File: config.mk
export PLATFORM = sky130hd
export DESIGN_NAME = memory_access_cycle_flat
export DESIGN_NICKNAME = d
export VERILOG_FILES = /design/src/rtl/mem_stage_pkg.sv /design/src/rtl/memory_access_cycle_if.sv /design/src/rtl/dmem_access_fsm.sv /design/src/rtl/memory_access_cycle.sv /design/src/flat_wrapper.sv
export SDC_FILE = /design/constraint.sdc
export NUM_CORES = 1
export LEC_CHECK = 0
export CORE_MARGIN = 8
export CORE_UTILIZATION = 37
export DETAILED_ROUTE_END_ITERATION = 10
export PLACE_DENSITY = 0.86
export SLEW_MARGIN = 20
export SYNTH_ARGS = -nofsm -noshare
export SYNTH_HDL_FRONTEND = slang
export SYNTH_SLANG_ARGS = --single-unit
File: constraint.sdc
create_clock -name clk -period 2.8 [get_ports clk]
set_input_delay 0.56 -clock clk [delete_from_list [all_inputs] [get_ports clk]]
set_output_delay 0.56 -clock clk [all_outputs]
set_load 0.02 [all_outputs]
File: src/rtl/mem_stage_pkg.sv
// Shared definitions for the MEM pipeline stage: FSM state encoding and
// default wait-timeout sizing.
package mem_stage_pkg;

    typedef enum logic {
        ST_IDLE = 1'b0,
        ST_WAIT = 1'b1
    } state_t;

    localparam int unsigned DEFAULT_TIMEOUT = 255;
    localparam int unsigned DEFAULT_CNT_W   = 10;

endpackage

File: src/rtl/memory_access_cycle_if.sv
// Data-memory req/ready bus between the MEM stage (master) and the
// variable-latency data memory (slave).
interface memory_access_cycle_if;

    logic        dmem_req;
    logic        dmem_we;
    logic [31:0] dmem_addr;
    logic [31:0] dmem_wdata;
    logic        dmem_ready;
    logic [31:0] dmem_rdata;

    modport master (
        output dmem_req,
        output dmem_we,
        output dmem_addr,
        output dmem_wdata,
        input  dmem_ready,
        input  dmem_rdata
    );

    modport slave (
        input  dmem_req,
        input  dmem_we,
        input  dmem_addr,
        input  dmem_wdata,
        output dmem_ready,
        output dmem_rdata
    );

endinterface

File: src/rtl/dmem_access_fsm.sv
// Handshake sequencer for one data-memory access: tracks IDLE/WAIT, counts
// wait cycles, and produces request, stall, capture and abort/kill strobes.
module dmem_access_fsm
    import mem_stage_pkg::*;
#(
    parameter int unsigned TIMEOUT = DEFAULT_TIMEOUT,
    parameter int unsigned CNT_W   = DEFAULT_CNT_W
) (
    input  logic clk,
    input  logic reset,
    input  logic access,
    input  logic misaligned,
    input  logic ready,
    output logic req,
    output logic stall,
    output logic capture,
    output logic kill
);

    localparam logic [CNT_W-1:0] CNT_MAX = CNT_W'(TIMEOUT);

    state_t           state;
    state_t           stateNext;
    logic [CNT_W-1:0] cnt;
    logic [CNT_W-1:0] cntNext;

    always_ff @(posedge clk) begin
        if (!reset) begin
            state <= ST_IDLE;
            cnt   <= '0;
        end else begin
            state <= stateNext;
            cnt   <= cntNext;
        end
    end

    // While reset is low every strobe stays at its default of 0.
    always_comb begin
        stateNext = state;
        cntNext   = cnt;
        req       = 1'b0;
        stall     = 1'b0;
        capture   = 1'b0;
        kill      = 1'b0;
        if (reset) begin
            case (state)
                ST_IDLE: begin
                    if (access) begin
                        if (misaligned) begin
                            kill = 1'b1;
                        end else begin
                            req = 1'b1;
                            if (ready) begin
                                capture = 1'b1;
                            end else begin
                                stall     = 1'b1;
                                stateNext = ST_WAIT;
                                cntNext   = CNT_W'(1);
                            end
                        end
                    end
                end
                ST_WAIT: begin
                    req = access & ~misaligned;
                    if (ready) begin
                        capture   = 1'b1;
                        stateNext = ST_IDLE;
                        cntNext   = '0;
                    end else if (cnt < CNT_MAX) begin
                        stall   = 1'b1;
                        cntNext = cnt + 1'b1;
                    end else begin
                        // Timeout: drop the request and retire the instruction as a no-op.
                        req       = 1'b0;
                        kill      = 1'b1;
                        stateNext = ST_IDLE;
                        cntNext   = '0;
                    end
                end
                default: begin
                    stateNext = ST_IDLE;
                    cntNext   = '0;
                end
            endcase
        end
    end

endmodule

File: src/rtl/memory_access_cycle.sv
// MEM stage of the RV32 pipeline: drives the data-memory handshake, stalls the
// front of the pipe while waiting, and owns the MEM/WB register.
module memory_access_cycle
    import mem_stage_pkg::*;
#(
    parameter int unsigned TIMEOUT = DEFAULT_TIMEOUT,
    parameter int unsigned CNT_W   = DEFAULT_CNT_W
) (
    input  logic                         clk,
    input  logic                         reset,
    input  logic                         RegWriteM,
    input  logic                         MemWriteM,
    input  logic                         ResultSrcM,
    input  logic [4:0]                   RD_M,
    input  logic [31:0]                  PCPlus4M,
    input  logic [31:0]                  WriteDataM,
    input  logic [31:0]                  ALU_ResultM,
    memory_access_cycle_if.master        dmem,
    output logic                         StallM,
    output logic                         RegWriteW,
    output logic                         ResultSrcW,
    output logic [4:0]                   RD_W,
    output logic [31:0]                  PCPlus4W,
    output logic [31:0]                  ALU_ResultW,
    output logic [31:0]                  ReadDataW,
    output logic                         MemErr
);

    logic access;
    logic misaligned;
    logic req;
    logic capture;
    logic kill;

    assign access     = MemWriteM | ResultSrcM;
    assign misaligned = (ALU_ResultM[1:0] != 2'b00);

    assign dmem.dmem_req   = req;
    assign dmem.dmem_we    = MemWriteM;
    assign dmem.dmem_addr  = ALU_ResultM;
    assign dmem.dmem_wdata = WriteDataM;

    dmem_access_fsm #(
        .TIMEOUT (TIMEOUT),
        .CNT_W   (CNT_W)
    ) u_fsm (
        .clk        (clk),
        .reset      (reset),
        .access     (access),
        .misaligned (misaligned),
        .ready      (dmem.dmem_ready),
        .req        (req),
        .stall      (StallM),
        .capture    (capture),
        .kill       (kill)
    );

    // A stalled edge leaves a bubble: only RegWriteW drops, the rest holds.
    always_ff @(posedge clk) begin
        if (!reset) begin
            RegWriteW   <= 1'b0;
            ResultSrcW  <= 1'b0;
            RD_W        <= '0;
            PCPlus4W    <= '0;
            ALU_ResultW <= '0;
            ReadDataW   <= '0;
            MemErr      <= 1'b0;
        end else if (StallM) begin
            RegWriteW <= 1'b0;
        end else begin
            RegWriteW   <= RegWriteM & ~kill;
            ResultSrcW  <= ResultSrcM;
            RD_W        <= RD_M;
            PCPlus4W    <= PCPlus4M;
            ALU_ResultW <= ALU_ResultM;
            ReadDataW   <= capture ? dmem.dmem_rdata : '0;
            MemErr      <= MemErr | kill;
        end
    end

endmodule

File: src/flat_wrapper.sv
// flat-port wrapper written by rule: the top's interface ports become plain ports
module memory_access_cycle_flat import mem_stage_pkg::*;
#(
    parameter int unsigned TIMEOUT = DEFAULT_TIMEOUT,
    parameter int unsigned CNT_W   = DEFAULT_CNT_W
)
  (clk, reset, RegWriteM, MemWriteM, ResultSrcM, RD_M, PCPlus4M, WriteDataM, ALU_ResultM, StallM, RegWriteW, ResultSrcW, RD_W, PCPlus4W, ALU_ResultW, ReadDataW, MemErr, dmem_dmem_req, dmem_dmem_we, dmem_dmem_addr, dmem_dmem_wdata, dmem_dmem_ready, dmem_dmem_rdata);
  memory_access_cycle_if dmem_i ();
  input  logic clk;
  input  logic reset;
  input  logic RegWriteM;
  input  logic MemWriteM;
  input  logic ResultSrcM;
  input  logic [4:0] RD_M;
  input  logic [31:0] PCPlus4M;
  input  logic [31:0] WriteDataM;
  input  logic [31:0] ALU_ResultM;
  output logic StallM;
  output logic RegWriteW;
  output logic ResultSrcW;
  output logic [4:0] RD_W;
  output logic [31:0] PCPlus4W;
  output logic [31:0] ALU_ResultW;
  output logic [31:0] ReadDataW;
  output logic MemErr;
  output wire logic [$bits(dmem_i.dmem_req)-1:0] dmem_dmem_req;
  output wire logic [$bits(dmem_i.dmem_we)-1:0] dmem_dmem_we;
  output wire logic [$bits(dmem_i.dmem_addr)-1:0] dmem_dmem_addr;
  output wire logic [$bits(dmem_i.dmem_wdata)-1:0] dmem_dmem_wdata;
  input wire logic [$bits(dmem_i.dmem_ready)-1:0] dmem_dmem_ready;
  input wire logic [$bits(dmem_i.dmem_rdata)-1:0] dmem_dmem_rdata;
  assign dmem_dmem_req = dmem_i.dmem_req;
  assign dmem_dmem_we = dmem_i.dmem_we;
  assign dmem_dmem_addr = dmem_i.dmem_addr;
  assign dmem_dmem_wdata = dmem_i.dmem_wdata;
  assign dmem_i.dmem_ready = dmem_dmem_ready;
  assign dmem_i.dmem_rdata = dmem_dmem_rdata;
  memory_access_cycle #(.TIMEOUT(TIMEOUT), .CNT_W(CNT_W)) u_core (.clk(clk), .reset(reset), .RegWriteM(RegWriteM), .MemWriteM(MemWriteM), .ResultSrcM(ResultSrcM), .RD_M(RD_M), .PCPlus4M(PCPlus4M), .WriteDataM(WriteDataM), .ALU_ResultM(ALU_ResultM), .dmem(dmem_i), .StallM(StallM), .RegWriteW(RegWriteW), .ResultSrcW(ResultSrcW), .RD_W(RD_W), .PCPlus4W(PCPlus4W), .ALU_ResultW(ALU_ResultW), .ReadDataW(ReadDataW), .MemErr(MemErr));
endmodule
==> results.py, run 1 <==
metrics = {
    "outcome": {
        "outcome": "completed",
    },
    "timing": {
        "slew_violations": 0,
        "rsz0062_at_grt": "no",
        "max_freq_mhz": 376,
        "worst_pin_slew_ns": 0.606,
        "hold_viol_final": 0,
        "setup_viol": 0,
        "hold_ws_ns": 0.474,
        "period_minus_slack_ns": 2.66,
        "fin_ws_ns": 0.143,
        "fin_setup_tns_ns": 0,
        "finalCritPeriodShare_pct": 94.9,
        "maxSlewHeadroom_pct": 59.2,
        "worst_clock_skew_ns": 0.00459,
    },
    "worst_hold_path": {
        "hold_path_depth": 1,
        "hold_class": "flop to flop",
        "hp-start": "u_core.ReadDataW[11]",
        "min_to": "u_core.ReadDataW[11]",
    },
    "placement": {
        "dp_hpwl_um": 11100,
        "portBuffers": 245,
        "place_congestion": 0.904,
        "dp_slack_ns": -0.131,
        "placed_area_um2": 6410,
    },
    "floorplanning": {
        "initial_utilization_pct": 37.5,
        "core.rowCount": 39,
        "coreArea_um2": 11300,
        "io_pins": 310,
        "dieArea_um2": 15100,
        "chipHeight_um": 123,
        "die_w_um": 123,
    },
    "worst_setup_path": {
        "critPathCaptureType": "output port",
        "worstReg2RegStart": "u_core.u_fsm.cnt[0]",
        "ff2ff_setup_slack_ns": 0.57,
        "reg2reg_depth": 7,
        "critPathMaxFanout": 7,
        "rr_endpoint": "u_core.ReadDataW[26]",
        "required_ns": 2.24,
        "critPathKind": "flop to output port",
        "startpoint_type": "flop",
        "cp_data_arrival_time_ns": 2.10,
    },
    "synthesis": {
        "yosys_warnings": 0,
        "synth_nets": 508,
        "synth_area_um2": 4230,
        "yosys.area.top_type_share_pct": 54.4,
        "ys_async_sr_fraction_pct": 0,
        "synth-seq-area-share_pct": 54.4,
        "synth.distinct_cells": 32,
        "syn_avg_cell_area_um2": 11.5,
        "synthCells": 368,
        "synth_ff_type": "dfxtp_1",
        "synth.top_cells.by_count": "dfxtp_1 (115), a22o_1 (102), buf_4 (66), buf_2 (12), nor2_1 (8)",
        "ys_ff_latch": 115,
        "yosysMostFrequentCell": "dfxtp_1",
        "yosys-top-cells-area": "dfxtp_1 (54%), a22o_1 (21%), buf_4 (12%), buf_6 (1.9%), buf_2 (1.4%)",
        "synth_edf_count": 0,
        "synth_largest_area_cell": "dfxtp_1",
    },
    "clock_tree": {
        "ctsHtreeMaxLevel": 4,
        "clkTransAtPathRegs_ns": 0.05,
        "cts_root_buffer": "clkbuf_16",
        "numClockSinks": 115,
        "clk_path_buf_depth": 2,
        "postCtsSetupRepairBufs": 0,
        "numCtsBuffers": 17,
        "insertion_delay_ns": 0.40,
        "cts_tree": "built",
    },
    "route": {
        "num_vias": 3681,
        "drc": 0,
        "dr.pass1.iters": 6,
        "avgViaCountPerCell": 5.11,
        "drt_wl_total_um": 14300,
        "drt_iter0_drc": 235,
        "antenna_left": 0,
        "routedWlPerCell_um": 19.8,
    },
    "cells_and_area": {
        "n_antenna_cell": 0,
        "final_cell_area_um2": 7040,
        "area_growth_pct": 66.4,
        "nets": 705,
        "nFillCells": 842,
        "drive_above_1_share_pct": 10.2,
    },
    "power": {
        "swShare_pct": 23.3,
        "irDropWorstVdd_uv": 424,
        "pwr-share-comb_pct": 14.5,
        "p_clk_share_pct": 48.0,
        "cellLeakagePower_nw": 2.81,
        "seq_power_share_pct": 37.6,
        "power_density_nw_per_um2": 669,
        "switching_power_mw": 1.10,
        "p_int_mw": 3.61,
    },
    "global_route": {
        "grt_pass1_wl_um": 21400,
        "grt_start_max_net_pins": 54,
        "grt-ovfl-total": 0,
        "grtUsageTotal_pct": 18.4,
        "antenna_found_initial": 0,
        "grt_pass1_vias": 3832,
    },
    "run": {
        "cap_violations": 0,
    },
}
per-layer routing:
layer | track usage, % | vias up | routed length, µm
met2 | 29.9 | 230 | 6780
met5 | 0 | - | 0
met4 | 10.2 | 0 | 429
li1 | - | 1707 | -
met3 | 10.5 | 36 | 1990
met1 | 18.4 | 1708 | 5110
stage by stage:
| stage | utilization, % | power (mW) | cells |
|---|---|---|---|
| after global placement | 56.9 | 2.47 | 689 |
| after CTS | 62.4 | 4.76 | 721 |
| after global routing | 62.4 | 4.88 | 721 |
| final | 62.4 | 4.71 | 721 |
| after floorplan | - | 2.15 | 368 |
| after detailed placement | 56.9 | 2.49 | 689 |
worst max path at each step:
| stage | from | to | slack (ns) | cells after the start |
|---|---|---|---|---|
| after global placement | ALU_ResultM[0] | StallM | -0.09 | 5 |
| final | u_core.u_fsm.cnt[0] | dmem_dmem_req | 0.14 | 6 |
| after floorplan | u_core.u_fsm.cnt[0] | dmem_dmem_req | 0.61 | 5 |
| after detailed placement | MemWriteM | StallM | -0.13 | 5 |
| after CTS | u_core.u_fsm.cnt[0] | StallM | 0.11 | 5 |
| after global routing | u_core.u_fsm.cnt[0] | dmem_dmem_req | 0.03 | 6 |
worst max-delay path, stage by stage (launching register included):
cell	delay, ns
dfxtp_1	0.45
ha_1	0.30
nand3_1	0.14
o21ai_2	0.22
and3_1	0.21
nor4_1	0.05
dlygate4sd2_1	0.32
power by group through the flow:
stage,Clock [mW],Combinational (mW),Sequential [mW]
after floorplan,0,0.260,1.89
after global placement,0,0.673,1.80
after detailed placement,0,0.685,1.80
after CTS,2.30,0.689,1.77
after global routing,2.39,0.717,1.78
final,2.26,0.680,1.77
cells in the final DEF, fill, tap and decap left out, types with 5 or more instances in the layout:
cell type,netlist,routed
buf_4,66,19
dfxtp_1,115,115
nor2_1,8,7
a21oi_1,5,5
clkdlybuf4s50_1,0,243
clkbuf_16,0,17
inv_1,5,5
o21ai_0,5,5
a22o_1,102,102
clkinv_2,0,5
cell type report:
type	instances	area (µm²)	area share (%)
inverter	5	18.8	0.267
clock buffer	18	439	6.24
tap	143	179	2.54
sequential	115	2300	32.7
clock inverter	14	186	2.65
timing repair buffer	266	2630	37.4
multi-input combinational	160	1280	18.2
sequential cells by signal, summed over array words and instances (netlist names):
signal	count
u_core.u_fsm.cnt	10
u_core.ALU_ResultW	32
u_core.ReadDataW	32
u_core.ResultSrcW	1
u_core.MemErr	1
u_core.u_fsm.state	1
u_core.RD_W	5
u_core.RegWriteW	1
u_core.PCPlus4W	32
repair_timing:
item / CTS / global route
resized for setup: 3 / 0
setup endpoints to repair: 2 / 0
hold endpoints to repair: 0 / 0
hold buffers: 0 / 0
kinds of logic after synthesis:
kind of cell | count (synthesis) | synth area share [%]
AOI/OAI and AO/OA | 125 | 25.1
buffers and inverters | 93 | 15.7
muxes | 1 | 0.237
adders and majority gates | 1 | 0.296
and+or+nand+nor | 32 | 4.02
DFF | 115 | 54.4
xor gates and xnor gates | 1 | 0.207
Note: power is estimated with default switching activity, not from simulation.
==> run 2: changes to the inputs <==
Settings changed: MAX_ROUTING_LAYER from default to met4.
==> run 2 against run 1 <==
Effect of this change: critical path depth is the same; global-route usage increased by 0.57 points; worst hold slack hardly changed; final area unchanged; critical endpoint unchanged; highest routed layer unchanged.
==> results.py, run 2 (synthesis gave the netlist of run 1 again) <==
metrics = {
    "cells_and_area": {
        "fin_cells": 721,
        "area_growth_pct": 66.4,
        "drive_above_1_share_pct": 10.2,
        "layout_common_cells": "clkdlybuf4s50_1 (243), dfxtp_1 (115), a22o_1 (102)",
        "nets": 705,
        "n_antenna_cell": 0,
        "final_cell_area_um2": 7040,
        "layout_commonest_cell": "clkdlybuf4s50_1",
        "top_regs": "u_core.ALU_ResultW: 32 flops, u_core.PCPlus4W: 32 flops, u_core.ReadDataW: 32 flops",
    },
    "floorplanning": {
        "coreArea_um2": 11300,
        "dieArea_um2": 15100,
        "io_pins": 310,
        "initial_utilization_pct": 37.5,
        "die_w_um": 123,
        "chipHeight_um": 123,
        "core.rowCount": 39,
    },
    "worst_setup_path": {
        "required_ns": 2.24,
        "reg2reg_depth": 7,
        "critical_path.endpoint": "dmem_dmem_req",
        "worstReg2RegStart": "u_core.u_fsm.cnt[0]",
        "cp-startpoint": "u_core.u_fsm.cnt[0]",
        "ff2ff_setup_slack_ns": 0.57,
        "critPathCaptureType": "output port",
        "cp_data_arrival_time_ns": 2.11,
        "rr_endpoint": "u_core.ReadDataW[26]",
        "startpoint_type": "flop",
        "critPathMaxFanout": 7,
        "critPathKind": "flop to output port",
    },
    "timing": {
        "setup_viol": 0,
        "fin_setup_tns_ns": 0,
        "max_freq_mhz": 375,
        "hold_viol_final": 0,
        "slew_violations": 0,
        "finalCritPeriodShare_pct": 95.3,
        "maxSlewHeadroom_pct": 60.2,
        "worst_clock_skew_ns": 0.00523,
        "rsz0062_at_grt": "no",
        "worst_pin_slew_ns": 0.591,
        "fin_ws_ns": 0.130,
        "period_minus_slack_ns": 2.67,
    },
    "clock_tree": {
        "numCtsBuffers": 17,
        "clkTransAtPathRegs_ns": 0.05,
        "postCtsSetupRepairBufs": 0,
        "insertion_delay_ns": 0.40,
        "cts_root_buffer": "clkbuf_16",
        "cts_tree": "built",
        "clk_path_buf_depth": 2,
        "holdBufCountCts": 0,
        "cts_resized": 3,
        "ctsHtreeMaxLevel": 4,
        "numClockSinks": 115,
    },
    "worst_hold_path": {
        "hold_class": "flop to flop",
    },
    "power": {
        "irDropWorstVdd_uv": 424,
        "cellLeakagePower_nw": 2.81,
        "totalPowerFinal_mw": 4.71,
        "power_density_nw_per_um2": 669,
    },
    "placement": {
        "place_congestion": 0.919,
        "portBuffers": 245,
        "dp_slack_ns": -0.131,
        "placed_area_um2": 6410,
        "dp.cells": 689,
        "dp_hpwl_um": 11100,
    },
    "route": {
        "routedWlPerCell_um": 19.9,
        "drt_wl_total_um": 14300,
        "num_vias": 3697,
        "drt_iter0_drc": 249,
        "antenna_left": 0,
        "drc": 0,
        "dr.pass1.iters": 4,
        "avgViaCountPerCell": 5.13,
    },
    "outcome": {
        "outcome": "completed",
    },
    "global_route": {
        "grt_start_max_net_pins": 54,
        "grt-ovfl-total": 0,
        "antenna_found_initial": 0,
        "grt_pass1_wl_um": 21300,
        "grtUsageTotal_pct": 19.0,
        "grt_pass1_vias": 3864,
    },
    "run": {
        "cap_violations": 0,
    },
}
## run 2: cell counts in the layout (fill, tap and decap cells not counted)
No cell type changed its count.
## run 2: how the worst min path moves through the flow
| stage | from | end | cells after the start |
|---|---|---|---|
| finish | u_core.ReadDataW[16] | u_core.ReadDataW[16] | 1 |
| detailed placement | u_core.ReadDataW[11] | u_core.ReadDataW[11] | 1 |
| CTS | u_core.ALU_ResultW[1] | u_core.ALU_ResultW[1] | 1 |
| global placement | u_core.PCPlus4W[27] | u_core.PCPlus4W[27] | 1 |
| global route | u_core.PCPlus4W[2] | u_core.PCPlus4W[2] | 1 |
| floorplan | u_core.u_fsm.cnt[7] | u_core.u_fsm.cnt[7] | 2 |
## run 2: per-layer routing
metal,GRT usage [%],part of all wire [%]
met2,29.9,48
met4,10.2,3.1
met3,8.22,12
met1,19.8,38
met5,-,0
## run 2: cell type report
cell class	count	area, µm²
clock inverters	14	186
well taps	143	179
clock buffers	18	439
multi-input cells	160	1280
repair buffers	266	2630
inverters	5	18.8
fillers	842	4230
flip-flops and latches	115	2300
## run 2: worst max-delay path: stages, from the launching register on
cell and delay [ns]:
dfxtp_1 0.46, ha_1 0.31, nand3_1 0.14, o21ai_2 0.22
and3_1 0.21, nor4_1 0.05, dlygate4sd2_1 0.32
## run 2: where the power goes
part / internal, mW / total, mW / switching, mW
logic: 0.382 / 0.681 / 0.299
registers: 1.72 / 1.77 / 0.0472
clock network: 1.51 / 2.26 / 0.751
total: 3.61 / 4.71 / 1.10
## run 2: through the flow
step                hold slack, ns  util (%)
finish                       0.474      62.4
global route                 0.493      62.4
CTS                          0.480      62.4
detailed placement           0.463      56.9
global placement             0.460      56.9
floorplan                    0.459         -
==> run 3: changes to the inputs <==
--- a/config.mk
+++ b/config.mk
@@ -11,3 +11,3 @@
 export MAX_ROUTING_LAYER = met4
-export PLACE_DENSITY = 0.86
+export PLACE_DENSITY = 0.87
 export SLEW_MARGIN = 20
--- a/constraint.sdc
+++ b/constraint.sdc
@@ -3,2 +3,2 @@
 set_output_delay 0.56 -clock clk [all_outputs]
-set_load 0.02 [all_outputs]
+set_load 0.01 [all_outputs]
==> run 3 against run 2 <==
Effect of this change: sequential power about the same; routed wire length increased by 2.3%; combinational power decreased by 12%; final area decreased by 1.2%; setup slack improved by 0.013 ns; die area unchanged; clock power decreased by 6%; non-clock buffer count decreased by 4; cell count decreased by 0.55%; utilization decreased by 0.73 points; register-to-register slack got worse by 0.38 ns.
==> results.py, run 3 (synthesis gave the netlist of run 1 again) <==
metrics = {
    "cells_and_area": {
        "layout_common_cells": "clkdlybuf4s50_1 (243), dfxtp_1 (115), a22o_1 (102)",
        "layout_commonest_cell": "clkdlybuf4s50_1",
        "fin_cells": 717,
        "top_regs": "u_core.ALU_ResultW: 32 flops, u_core.PCPlus4W: 32 flops, u_core.ReadDataW: 32 flops",
        "nFillCells": 880,
        "n_antenna_cell": 0,
        "nets": 701,
        "drive_above_1_share_pct": 9.06,
        "area_growth_pct": 64.4,
        "final_cell_area_um2": 6960,
    },
    "route": {
        "routedWlPerCell_um": 20.5,
        "drt_iter0_drc": 215,
        "drt_wl_total_um": 14700,
        "drc": 0,
        "antenna_left": 0,
        "num_vias": 3718,
        "avgViaCountPerCell": 5.19,
        "dr.pass1.iters": 4,
    },
    "timing": {
        "hold_viol_final": 0,
        "hold_ws_ns": 0.475,
        "fin_setup_tns_ns": 0,
        "setup_viol": 0,
        "worst_pin_slew_ns": 1.14,
        "slew_violations": 0,
        "finalCritPeriodShare_pct": 94.9,
        "period_minus_slack_ns": 2.66,
        "worst_clock_skew_ns": 0.00739,
        "maxSlewHeadroom_pct": 24.1,
        "max_freq_mhz": 376,
        "fin_ws_ns": 0.144,
        "rsz0062_at_grt": "no",
    },
    "clock_tree": {
        "cts_tree": "built",
        "cts_root_buffer": "clkbuf_16",
        "clk_path_buf_depth": 2,
        "postCtsSetupRepairBufs": 0,
        "holdBufCountCts": 0,
        "clkTransAtPathRegs_ns": 0.05,
        "numClockSinks": 115,
        "cts_resized": 3,
        "insertion_delay_ns": 0.41,
        "ctsHtreeMaxLevel": 4,
        "numCtsBuffers": 17,
    },
    "worst_setup_path": {
        "crit_buf_inv": 2,
        "critPathMaxFanout": 103,
        "ff2ff_setup_slack_ns": 0.19,
        "cp_data_arrival_time_ns": 3.00,
        "required_ns": 3.14,
        "slowest_delay_ns": 0.82,
        "critPathCaptureType": "flop",
        "path_delay_family": "buffers and inverters",
        "critPathKind": "input port to flop",
        "cp_cell_sequence": "clkdlybuf4s50_1 -> nor2_1 -> a21oi_1 -> a2111oi_4 -> buf_4 -> a22o_1",
        "slowest_stage": "buf_4",
        "startpoint_type": "input port",
    },
    "floorplanning": {
        "chipHeight_um": 123,
        "io_pins": 310,
        "coreArea_um2": 11300,
        "die_w_um": 123,
        "dieArea_um2": 15100,
        "initial_utilization_pct": 37.5,
        "core.rowCount": 39,
    },
    "placement": {
        "portBuffers": 245,
        "place_congestion": 0.901,
        "placed_area_um2": 6370,
        "dp_hpwl_um": 11000,
        "dp_slack_ns": -0.228,
        "dp.cells": 685,
    },
    "power": {
        "cellLeakagePower_nw": 2.77,
        "power_density_nw_per_um2": 647,
        "irDropWorstVdd_uv": 478,
    },
    "global_route": {
        "grt_pass1_vias": 4053,
        "grt-ovfl-total": 0,
        "grt_pass1_wl_um": 21600,
        "antenna_found_initial": 0,
        "grtUsageTotal_pct": 19.2,
        "grt_start_max_net_pins": 104,
    },
    "run": {
        "cap_violations": 0,
    },
    "worst_hold_path": {
        "hold_class": "flop to flop",
    },
    "outcome": {
        "outcome": "completed",
    },
}
[run 3: changes by cell type in the layout (fill, tap and decap cells not counted), sizes merged]
cell    previous run  this run
buf               21        17
bufinv             4         3
clkbuf            18        21
clkinv             8         6
[run 3: cell type report]
type | count | area (µm²) | share of cell area (%)
Inverter | 5 | 18.8 | 0.270
Clock buffer | 21 | 450 | 6.48
Tap cell | 143 | 179 | 2.57
Clock inverter | 11 | 135 | 1.94
Multi-Input combinational cell | 160 | 1280 | 18.4
Sequential cell | 115 | 2300 | 33.1
Timing Repair Buffer | 262 | 2590 | 37.2
[run 3: power by group]
group | internal [mW] | switching, mW
Combinational | 0.375 | 0.220
Clock | 1.41 | 0.724
Sequential | 1.72 | 0.0474
[run 3: worst paths after layout]
kind / endpoint / cells after the start / startpoint
worst max-delay path: u_core.PCPlus4W[21] / 6 / ALU_ResultM[0]
worst min-delay path: u_core.PCPlus4W[15] / 1 / u_core.PCPlus4W[15]
worst max register to register: u_core.PCPlus4W[21] / 6 / u_core.u_fsm.cnt[0]
worst min register to register: u_core.PCPlus4W[15] / 1 / u_core.PCPlus4W[15]
[run 3: through the flow]
stage	utilization (%)	power, mW
final	61.7	4.50
after global routing	61.7	4.67
after CTS	61.7	4.55
after detailed placement	56.5	2.40
after global placement	56.5	2.38
after floorplan	-	2.05
[run 3: routing by layer]
metal	vias to the layer above	track usage (%)	wire length (µm)
met2	228	31.7	7180
met4	0	10.7	437
li1	1696	-	-
met3	44	8.04	1730
met1	1750	18.8	5320
met5	-	-	0
==> variant 1: new RTL, config.mk and constraints of run 3 <==
Set the package constant `DEFAULT_CNT_W` to 20 (it was 10).
--- a/src/rtl/mem_stage_pkg.sv
+++ b/src/rtl/mem_stage_pkg.sv
@@ -8,7 +8,7 @@
     } state_t;
 
     localparam int unsigned DEFAULT_TIMEOUT = 255;
-    localparam int unsigned DEFAULT_CNT_W   = 10;
+    localparam int unsigned DEFAULT_CNT_W   = 20;
 
 endpackage
 
Behaviour: same outputs for any inputs over 4 cycles, from zero or initial values and one cycle with reset low; that may be too few to reach the edited logic, so the function may still have changed.
==> variant 1 against run 3 <==
  * Sequential cell count rose by 10
  * Cell area increased by 20%
  * Maximum frequency shrank 1.2%
  * Power up 6.4%
  * Highest routed layer unchanged
  * Setup slack worse by 0.032 ns
  * Synthesized area rose by 30%
  * Largest power group unchanged
  * Routed wire length up 26%
  * Final cell count grew 42%
  * Die area increased by 26%
==> variant 1: results (changes against run 3) <==
stage,metric,value,unit,change
global_route,vias in the first global route,5166,,+27%
routing,wire length per cell,18.0,um,-12%
sta,max frequency,372,MHz,-1.2%
routing,DRT iter0 DRCs,405,,+88%
synth,register area share after synthesis,45.5,%,-8.9 points
cells_and_area,Top Registers,"u_core.ALU_ResultW: 32 flops, u_core.PCPlus4W: 32 flops, u_core.ReadDataW: 32 flops",,
synth,net count after synthesis,785,,+55%
cells_and_area,share of layout cells above drive strength 1,9.32,%,+0.26 points
synth,Syn Area/Cell,8.53,um2,-26%
synth,Post-synth top cells,"143 x inv_1, 125 x dfxtp_1, 70 x o32ai_1, 65 x buf_4, 43 x nand2_1",,
place,DP HPWL,13100,um,+19%
worst_hold_path,Hold Crit Start,u_core.PCPlus4W[24],,
synth,top-count cell post-synth,inv_1,,
synth,synth unique cells,48,,+50%
power_and_ir_drop,LEAKAGE,3.30,nW,+19%
critical_path,flop2flop setup slack,0.49,ns,+0.30 ns
status,status,finished clean,,
worst_hold_path,Worst Hold Depth,2,,+1
global_route,first-pass GRT wire length,27100,um,+26%
cells_and_area,fill count,1216,,+38%
place,dpl cells,990,,+45%
critical_path,CP Max Fanout,3,,-97%
synth,Synth area leaders,"dfxtp_1 45%, o32ai_1 11%, inv_1 9.8%",,
sta,Worst-Margin Slew,0.780,ns,-0.358 ns
global_route,largest net degree at the start of global routing,71,,-32%
place,placed cell area,0.00772,mm2,+21%
routing,vias per cell,5.13,,-1.1%
place,GP Congestion,0.837,,-7.1%
synth,main flop type after synthesis,dfxtp_1,,
clocking,H-tree levels,4,,unchanged
critical_path,Worst R2R Start,u_core.u_fsm.cnt[1],,
worst_hold_path,hold endpoint,u_core.PCPlus4W[24],,
synth,Ys Warns,0,,unchanged
sta,Final Skew,0.00995,ns,+0.00255 ns
cells_and_area,final net count,965,,+38%
clocking,# resized after CTS,6,,+3
clocking,Clock Latency Late Sink,0.41,ns,about the same
routing,TritonRoute pass-1 iters,5,,+1
place,dpl ws,-0.187,ns,+0.0404 ns
cells_and_area,Layout Cells excl Fill,1021,,+42%
critical_path,CP Data Arrival Time,2.13,ns,-0.87 ns
==> variant 1: cell types whose count changed after synthesis, moves of 32 or more <==
cell,change
inv_1,+138
nand4_1,+37
a22o_1,-102
nand2_1,+40
o32ai_1,+70
o22ai_1,+32
==> variant 1: how the worst max path moves through the flow <==
| stage | depth (start not counted) | startpoint | end |
|---|---|---|---|
| after floorplan | 7 | u_core.u_fsm.cnt[0] | StallM |
| after global placement | 7 | ALU_ResultM[1] | StallM |
| after detailed placement | 5 | ALU_ResultM[1] | dmem_dmem_req |
| after CTS | 6 | u_core.u_fsm.cnt[0] | dmem_dmem_req |
| after global routing | 5 | u_core.u_fsm.cnt[3] | dmem_dmem_req |
| final | 5 | ALU_ResultM[1] | dmem_dmem_req |
==> variant 1: logic make-up (layout without fill, tap and decap cells) <==
group / count (synthesis) / after routing / share of synthesized area [%]
buffers and inverters: 255 / 447 / 22.3
AOI/OAI and AO/OA: 134 / 134 / 19.1
and+or+nand+nor: 130 / 130 / 12.8
adders and majority gates: 1 / 1 / 0.227
DFF: 125 / 125 / 45.5
==> variant 1: metal layers <==
layer  GRT usage, %  share of wire, %
met1           21.6                40
met4           5.01               1.5
met5              -                 0
met3           6.85                10
met2           29.8                49
==> variant 1: area by class of cell <==
| class | count | area (um2) | share of cell area [%] |
|---|---|---|---|
| sequential | 125 | 2500 | 30.0 |
| clock inverter | 10 | 114 | 1.37 |
| multi-input combinational | 265 | 1820 | 21.8 |
| tap | 184 | 230 | 2.76 |
| timing repair buffer | 271 | 2650 | 31.8 |
| inverter | 145 | 544 | 6.53 |
| clock buffer | 21 | 470 | 5.64 |
==> variant 1: worst max-delay path, stage by stage <==
cell             delay, ns
clkdlybuf4s50_1       0.47
or2_2                 0.34
buf_4                 0.16
nor4_1                0.26
dlygate4sd2_1         0.34
==> variant 1: power breakdown <==
group	switching, mW	internal [mW]	leakage (nW)
combinational	0.329	0.390	1.99
sequential	0.0437	1.86	1.03
clock	0.788	1.37	0.277
total	1.16	3.63	3.30
==> variant 1: metrics by stage <==
stage | setup TNS, ns | util [%] | hold WS [ns] | power, mW
5_1_grt | -0.0127 | 57.4 | 0.487 | 4.98
2_1_floorplan | 0 | - | 0.470 | 2.28
3_5_place_dp | -0.364 | 53.2 | 0.463 | 2.66
3_3_place_gp | -0.335 | 53.2 | 0.459 | 2.65
6_report | 0 | 57.4 | 0.470 | 4.79
4_1_cts | 0 | 57.3 | 0.472 | 4.83
==> variant 2: new RTL, settings of run 3 <==
Made on the original files. Reset style: asynchronous (`reset`), changed in 2 clocked blocks.
--- a/src/rtl/dmem_access_fsm.sv
+++ b/src/rtl/dmem_access_fsm.sv
@@ -24,7 +24,7 @@
     logic [CNT_W-1:0] cnt;
     logic [CNT_W-1:0] cntNext;
 
-    always_ff @(posedge clk) begin
+    always_ff @(posedge clk or negedge reset) begin
         if (!reset) begin
             state <= ST_IDLE;
             cnt   <= '0;
--- a/src/rtl/memory_access_cycle.sv
+++ b/src/rtl/memory_access_cycle.sv
@@ -56,7 +56,7 @@
     );
 
     // A stalled edge leaves a bubble: only RegWriteW drops, the rest holds.
-    always_ff @(posedge clk) begin
+    always_ff @(posedge clk or negedge reset) begin
         if (!reset) begin
             RegWriteW   <= 1'b0;
             ResultSrcW  <= 1'b0;
Check against the original RTL: differs if reset is asserted again (counterexample within 4 cycles, from zero or initial values and one cycle with reset low); with reset held inactive, the same outputs for 4 cycles.
==> variant 2 against run 3 <==
  * Setup slack worse by 0.021 ns
  * Synthesized area grew 23%
  * Largest cell class is now flip-flops and latches
  * Routed wire length grew 2.7%
  * Power rose by 8.3%
  * Critical path depth is the same
  * Sequential cell count stayed put
  * Cell area grew 16%
  * Via count about the same
==> variant 2: results (changes against run 3) <==
stage,metric,value,unit,change
sta,hold slack,0.407,ns,-0.0683 ns
place,GP Congestion,0.850,,-5.7%
synth,Synth area leaders,"dfrtp_1 55%, mux2_4 14%, buf_4 9.9%",,
global_route,GRT Util Overall,17.1,%,-2.1 points
synth,net count after synthesis,504,,-0.79%
synth,Post-synth top cells,"115 x dfrtp_1, 69 x buf_4, 50 x mux2_4, 32 x a22o_1, 11 x mux2_2",,
synth,synth unique cells,40,,+25%
sta,Final Skew,0.00756,ns,+0.000169 ns
status,status,finished clean,,
synth,main flop type after synthesis,dfrtp_1,,
synth,register area share after synthesis,55.3,%,+0.84 points
cells_and_area,Antenna Cells,0,,unchanged
cells_and_area,share of layout cells above drive strength 1,20.5,%,+11 points
critical_path,Worst R2R Start,u_core.u_fsm.state,,
critical_path,cells on worst reg2reg path,7,,+1
global_route,vias in the first global route,4102,,+1.2%
sta,Worst-Margin Slew,0.774,ns,-0.364 ns
routing,DRT iter0 DRCs,169,,-21%
routing,via count,3715,,-0.081%
power_and_ir_drop,LEAKAGE,3.46,nW,+25%
cells_and_area,fill count,1076,,+22%
global_route,largest net degree at the start of global routing,63,,-39%
place,DP HPWL,11600,um,+5.3%
synth,Async SR Flop Fraction,100,%,+100 points
critical_path,RR Endpoint,u_core.ALU_ResultW[20],,
power_and_ir_drop,VDD IR-drop max,0.402,mV,-16%
critical_path,CP Max Fanout,3,,-97%
critical_path,flop2flop setup slack,0.44,ns,+0.25 ns
worst_hold_path,worst min-delay path category,in -> async,,
cells_and_area,final net count,708,,+1.0%
routing,routed wire length,15100,um,+2.7%
critical_path,CP Data Arrival Time,2.12,ns,-0.88 ns
global_route,first-pass GRT wire length,23500,um,+9.0%
clocking,clk slew on worst S/H paths,0.06,ns,
## variant 2: changes by cell type after synthesis, moves of 11 or more
cell	delta
dfrtp_1	+115
dfxtp_1	-115
a22o_1	-70
mux2_4	+50
buf_2	-12
mux2_2	+11
## variant 2: logic make-up after synthesis
| family | after synthesis | share of synthesized area (%) |
|---|---|---|
| multiplexers | 68 | 18.3 |
| buffers and inverters | 87 | 13.5 |
| flip-flops | 115 | 55.3 |
| AO/OA/AOI/OAI | 66 | 9.92 |
| AND/OR/NAND/NOR | 27 | 2.76 |
| adder cells (fa/ha/maj) | 1 | 0.240 |
## variant 2: through the flow
step                      total power, mW  area (um2)  setup slack [ns]  std cells
after floorplan                      2.14        5210             0.309        364
after global placement               2.51        7380            -0.412        728
after detailed placement             2.53        7380            -0.423        728
after CTS                            4.94        8050            0.0400        761
after global routing                 5.06        8050            0.0506        761
final                                4.87        8050             0.123        761
## variant 2: how the worst max path moves through the flow
stage / from / to / slack, ns / cells after the start
finish: dmem_dmem_ready / StallM / 0.12 / 6
global route: u_core.u_fsm.cnt[1] / dmem_dmem_req / 0.05 / 6
CTS: MemWriteM / StallM / 0.04 / 6
detailed placement: ResultSrcM / StallM / -0.42 / 6
global placement: ResultSrcM / StallM / -0.41 / 6
floorplan: dmem_dmem_ready / StallM / 0.31 / 7
## variant 2: metal layers
metal | vias to the layer above | share of wire [%] | GRT usage [%]
met5 | - | 0 | -
met4 | 0 | 1.8 | 6.18
met3 | 29 | 9.7 | 6.32
met2 | 222 | 51 | 28.7
met1 | 1802 | 38 | 18.1
li1 | 1662 | - | -
## variant 2: area by class of cell
type / instances / area, um2 / share of cell area (%)
repair buffers: 266 / 2630 / 32.6
flip-flops and latches: 115 / 2880 / 35.7
inverters: 6 / 25.0 / 0.311
well taps: 180 / 225 / 2.80
multi-input cells: 162 / 1640 / 20.4
clock inverters: 9 / 175 / 2.18
clock buffers: 23 / 478 / 5.94
## variant 2: power by group
part	switching [mW]	internal, mW
registers	0.0627	1.76
clock network	0.721	1.65
logic	0.251	0.434
total	1.03	3.84
## variant 2: worst max-delay path, cell delays in order
cell and delay, ns:
clkdlybuf4s50_1 0.43, or4b_1 0.57, o21ba_1 0.27, a21boi_2 0.09, inv_4 0.05, buf_2 0.14
## variant 2: repair_timing
| item | in CTS | in global routing |
|---|---|---|
| cloned | 0 | 0 |
| setup endpoints to repair | 2 | 1 |
| hold buffers | 0 | 0 |
| setup buffers | 1 | 0 |
| pin swaps | 1 | 0 |
| gates resized for setup | 9 | 1 |
